### config.mk
export PLATFORM = sky130hd
export DESIGN_NAME = mem_arbiter
export DESIGN_NICKNAME = d
export VERILOG_FILES = /design/src/rtl/mem_arb_pkg.sv /design/src/rtl/mem_arb_pick.sv /design/src/rtl/mem_arbiter.sv
export SDC_FILE = /design/constraint.sdc
export NUM_CORES = 1
export LEC_CHECK = 0
export CAP_MARGIN = 0
export CORE_AREA = 2 2 117 119
export DETAILED_ROUTE_END_ITERATION = 8
export DIE_AREA = 0 0 119 121
export DONT_BUFFER_PORTS = 1
export GPL_TIMING_DRIVEN = 1
export PLACE_DENSITY = 0.4
export SYNTH_ARGS = -nofsm -noshare
export SYNTH_HDL_FRONTEND = slang
export SYNTH_SLANG_ARGS = --single-unit
### constraint.sdc
create_clock -name clk -period 1.2 [get_ports clk]
set_input_delay 0.12 -clock clk [delete_from_list [all_inputs] [get_ports clk]]
set_output_delay 0.12 -clock clk [all_outputs]
set_load 0.01 [all_outputs]
### src/rtl/mem_arb_pkg.sv
// rtl/mem_arb_pkg.sv - shared types and sizing for the two-requester memory arbiter
package mem_arb_pkg;
  localparam int NUM_REQ        = 2;
  localparam int BEATS_PER_LINE = 4;
  localparam int BEAT_W         = $clog2(BEATS_PER_LINE);

  typedef enum logic [1:0] {
    IDLE = 2'd0,
    GNT0 = 2'd1,
    GNT1 = 2'd2
  } state_t;
endpackage

### src/rtl/mem_arb_pick.sv
// rtl/mem_arb_pick.sv - combinational winner selection for two requesters
// ARB_ROUND_ROBIN_EN: ties go to the requester not granted last; otherwise requester 0 wins ties.
module mem_arb_pick
  import mem_arb_pkg::*;
(
  input  logic [NUM_REQ-1:0] req,
`ifdef ARB_ROUND_ROBIN_EN
  input  logic               last_gnt,
`endif
  output logic               winner
);

  always_comb begin
    winner = 1'b0;
    if (req == 2'b10) begin
      winner = 1'b1;
    end
`ifdef ARB_ROUND_ROBIN_EN
    else if (req == 2'b11) begin
      winner = ~last_gnt;
    end
`endif
  end

endmodule

### src/rtl/mem_arbiter.sv
// rtl/mem_arbiter.sv - two-requester memory arbiter with grant hold and per-requester beat counters
// ARB_ROUND_ROBIN_EN selects round-robin tie breaking; default build uses fixed priority to requester 0.
module mem_arbiter
  import mem_arb_pkg::*;
#(
  parameter int ADDR_W = 32,
  parameter int DATA_W = 32
) (
  input  logic              clk,
  input  logic              reset,
  input  logic              read_0,
  input  logic              write_0,
  input  logic [ADDR_W-1:0] addr_0,
  input  logic [DATA_W-1:0] wdata_0,
  input  logic              read_1,
  input  logic              write_1,
  input  logic [ADDR_W-1:0] addr_1,
  input  logic [DATA_W-1:0] wdata_1,
  output logic [DATA_W-1:0] rdata_0,
  output logic              ready_0,
  output logic              gnt_0,
  output logic [BEAT_W-1:0] beat_0,
  output logic [DATA_W-1:0] rdata_1,
  output logic              ready_1,
  output logic              gnt_1,
  output logic [BEAT_W-1:0] beat_1,
  output logic              read_mem,
  output logic              write_mem,
  output logic [ADDR_W-1:0] addr_mem,
  output logic [DATA_W-1:0] wdata_mem,
  input  logic [DATA_W-1:0] rdata_mem,
  input  logic              ready_mem
);

  state_t             state, state_nxt;
  logic [NUM_REQ-1:0] req;
  logic               winner;
  logic               dir_0, dir_1;  // direction seen last edge while granted, 1 = read

  assign req = {read_1 | write_1, read_0 | write_0};

`ifdef ARB_ROUND_ROBIN_EN
  logic last_gnt;

  mem_arb_pick u_pick (
    .req      (req),
    .last_gnt (last_gnt),
    .winner   (winner)
  );
`else
  mem_arb_pick u_pick (
    .req    (req),
    .winner (winner)
  );
`endif

  always_ff @(posedge clk) begin
    if (!reset) begin
      state  <= IDLE;
      beat_0 <= '0;
      beat_1 <= '0;
      dir_0  <= 1'b0;
      dir_1  <= 1'b0;
`ifdef ARB_ROUND_ROBIN_EN
      last_gnt <= 1'b1;
`endif
    end else begin
      state <= state_nxt;
      if (state == IDLE && |req) begin
        if (winner) begin
          beat_1 <= '0;
          dir_1  <= read_1;
        end else begin
          beat_0 <= '0;
          dir_0  <= read_0;
        end
`ifdef ARB_ROUND_ROBIN_EN
        last_gnt <= winner;
`endif
      end
      // A write-to-read switch under the same grant restarts the line count.
      if (state == GNT0 && req[0]) begin
        if (read_0 != dir_0) begin
          dir_0  <= read_0;
          beat_0 <= '0;
        end else if (ready_0) begin
          beat_0 <= beat_0 + 1'b1;
        end
      end
      if (state == GNT1 && req[1]) begin
        if (read_1 != dir_1) begin
          dir_1  <= read_1;
          beat_1 <= '0;
        end else if (ready_1) begin
          beat_1 <= beat_1 + 1'b1;
        end
      end
    end
  end

  always_comb begin
    state_nxt = state;
    case (state)
      IDLE:    if (|req)   state_nxt = winner ? GNT1 : GNT0;
      GNT0:    if (!req[0]) state_nxt = IDLE;
      GNT1:    if (!req[1]) state_nxt = IDLE;
      default: state_nxt = IDLE;
    endcase
  end

  always_comb begin
    gnt_0     = 1'b0;
    gnt_1     = 1'b0;
    ready_0   = 1'b0;
    ready_1   = 1'b0;
    rdata_0   = '0;
    rdata_1   = '0;
    read_mem  = 1'b0;
    write_mem = 1'b0;
    addr_mem  = '0;
    wdata_mem = '0;
    case (state)
      GNT0: begin
        gnt_0     = 1'b1;
        read_mem  = read_0;
        write_mem = write_0 & ~read_0;
        addr_mem  = addr_0;
        wdata_mem = wdata_0;
        ready_0   = ready_mem & req[0];
        rdata_0   = rdata_mem;
      end
      GNT1: begin
        gnt_1     = 1'b1;
        read_mem  = read_1;
        write_mem = write_1 & ~read_1;
        addr_mem  = addr_1;
        wdata_mem = wdata_1;
        ready_1   = ready_mem & req[1];
        rdata_1   = rdata_mem;
      end
      default: ;
    endcase
  end

endmodule

==> impl_results.md <==
* Placed cell area at 2698 sq um
* Clock-pin slew on the worst setup and hold paths at 40 ps
* Yosys warns at 0
* Placed cell count at 478
* Clock Tree Buf Depth at 2
* Final hold vios at 0
* Design area at between 4000 and 5000 sq um
* Worst skew pair latency at between 200 and 250 ps
* Worst Slack Setup Final at -462.9 ps
* Final estimated routing congestion in global placement at about 0.84
* Flops & latches, synth at 8
* Post-synthesis mux area share at 0%
* Final Core Density at 33.28%
* CP Capture Type: output port
* Num CTS Buffers at 3
* Cell Chain, Critical Path: inv_4 -> buf_12 -> ha_4 -> buf_12 -> clkbuf_16 -> nor2b_4
* Synthesized area at 1959 sq um
* Reg2reg setup slack at -340 ps
* Port buffer count at 0
* Wirelength per Cell at 22.10 um
* CP Max Fanout at 6
* Cell Int Power at 4.053 mW
* Via count at 2,542
* Global-route wire length before repair at 15,330 um
* Relative slew slack at 60.92%
* Final net count at between 500 and 600
* Syn avg cell area at 6.733 sq um
* DRC Markers at 0
* Antenna-violating nets left at 0
* Critical path depth at 6
* Skew final at 1.679 ps
* Placeable Area at around 13,000 sq um
* Register area share after synthesis at 8.174%
* Total of max-cap violations at 0
* RR Endpoint: state[0]
* Synth Area in XOR/XNOR at 0%
* WP buf/inv at 4
* Synth unique cells at 28
* Hold Path End: state[1]
* Worst hold path depth at 1
* Leakage at 1.474 nW
* Setup TNS Final at -48,100 ps
* Area Overhead vs Synth at 122.2%
* Total GRT Usage at approximately 14%
* Cell repeated most along the worst path: buf_12
* Actual slew at the worst max-slew pin at 580.1 ps
* Initial DRC Count at 71
* Unrepaired setup endpoints after global routing: yes
* Most area-consuming cells after synthesis: a22oi_1 (25%), and2_1 (21%), nor2b_1 (21%)
* Period utilization at 138.6%
* Critical Path Source Type: flip-flop
* Comb power frac at 86.3%
* IO Count at around 300
* Switching Power at roughly 2.6 mW
* Post-synthesis adder-cell area fraction at 1.916%
* Initial antenna violation count at 0
* Worst Hold Margin at between 10 and 15 ps
* RR Startpoint: state[0]
* Cell count after synthesis at approximately 290
* Sw Share at 39.50%
* PwrDens at roughly 1500 nW/um^2
* Post-synth top area share at about 25%
* Failing checks: negative setup slack
* Largest family of logic cells by synthesized area: simple AND/OR/NAND/NOR gates
* 1st-pass router iterations at 4
* Simple-gate share of the synthesized area at 48.60%
* Compound-gate portion of the synthesized area at about a third
* Final setup fails at 141
* Root Driver: clkbuf_16
* Slew Viols, Final at 0
* Status: finished with violations
* Deepest level of the CTS H-tree at 1
* Vias in the first global route at 2,467
* Die X at 119 um
* Die area at 14,400 sq um
* Share of layout cells above drive strength 1 at 87.61%
* Min-Delay Path Class: primary input to flip-flop
* Dpl ws at -339.1 ps
* Max IR drop VDD at between 0.8 and 0.9 mV
* Total Wirelength at 11,560 um
* Seq pwr share at under 10%
* CTS tree: yes
* Slowest CP cell: ha_4
* Commonest non-fill, non-tap cells in the layout: nor2b_4 (65), and2_4 (65), a22oi_2 (63)
* CP delay by family, top: buffers and inverters
* Area leader, netlist: a22oi_1
* Clk pwr share at 8.5%
* Diodes inserted at 0
* # rows at 42
* Grt ovf at 0
* Total power at 6.699 mW
* Die Span Y at 121 um
* Synthesized net count at 461
* Arrival time worst endpoint at between 1500 and 2000 ps
* Max stage delay on crit path at 370 ps
* Non-Filler Instances at 523
* R2R depth at 9
* Critical Path RT at 1080 ps
* Hold Path Origin: reset
* Pin count of the biggest net entering global routing at 22
* Starting density of the core at 14.97%
* Vias/cell at 4.860
* CTS sink count at 8
* Hold Buf Count CTS at 0
* Post-detail-place hpwl at 7816 um
* Maximum clock rate at roughly 600 MHz
* Critical path class: flip-flop to output port
* Fin crit period at 1663 ps
## worst register-to-register path, stage by stage, from the launching register on
cell and delay (ps):
dfxtp_4 360, inv_4 50, ha_4 190, buf_12 150, buf_12 130, o21ai_4 70
buf_6 130, nand2_4 50, or2_0 200, a21boi_1 120
## worst max path at each step
stage	start	endpoint	slack (ps)
5_1_grt	state[0]	wdata_mem[28]	-520
3_3_place_gp	state[1]	wdata_mem[7]	-350
6_report	state[0]	addr_mem[24]	-460
4_1_cts	state[1]	wdata_mem[7]	-470
2_1_floorplan	state[0]	write_mem	-100
3_5_place_dp	state[1]	wdata_mem[7]	-340
## Yosys cell counts
cell type,n
or2_1,1
nor4b_1,1
o21ai_2,3
ha_1,3
nand3b_1,1
nand3_1,1
o221a_2,1
nor3_1,2
clkbuf_1,13
buf_4,3
nor2b_1,65
clkbuf_2,1
buf_2,12
nor3b_2,1
o21ai_0,9
or2_0,2
o22ai_1,1
dfxtp_1,8
nor3b_1,3
nor2_1,5
a21o_1,2
and2_1,67
o211ai_1,1
a21oi_1,8
a22oi_1,65
inv_1,3
nand2_1,6
a21boi_1,3
## logic make-up (layout without fill, tap and decap cells)
logic type,Yosys count,after routing
adder cells (fa/ha/maj),3,3
flip-flops,8,8
buffers and inverters,32,88
AO/OA/AOI/OAI,93,93
AND/OR/NAND/NOR,155,155
## state kept, by name, summed over array words and instances (netlist names)
name and cells:
dir_0 1, beat_0 2, beat_1 2, dir_1 1, state 2
## layout make-up
type	count	area, sq um
sequential	8	167.7
fill	1304	8731
clock buffer	3	75.07
multi-input combinational	251	2776
timing repair buffer	82	1099
inverter	3	16.27
tap	176	220.2
## repair_timing
action                     CTS  global route
gates resized for setup    200            87
cloned                       7             5
setup buffers               13            24
setup endpoints to repair  142           142
pin swaps                   48            24
## metal layers
| layer | track usage (%) | part of all wire, % | vias up |
|---|---|---|---|
| met4 | 2.530 | 1.3 | 0 |
| met5 | 0 | 0 | - |
| met2 | 23.56 | 51 | 125 |
| met3 | 2.961 | 6.8 | 8 |
| li1 | - | - | 1136 |
| met1 | 17.38 | 40 | 1273 |
## power by group through the flow
stage / Combinational (mW) / Clock [mW] / Sequential (mW)
final: 5.78 / 0.568 / 0.350
after global routing: 6.10 / 0.595 / 0.358
after CTS: 4.99 / 0.576 / 0.349
after detailed placement: 3.19 / 0 / 0.344
after global placement: 3.16 / 0 / 0.344
after floorplan: 2.43 / 0 / 0.339
(Power assumes the default switching activity.)
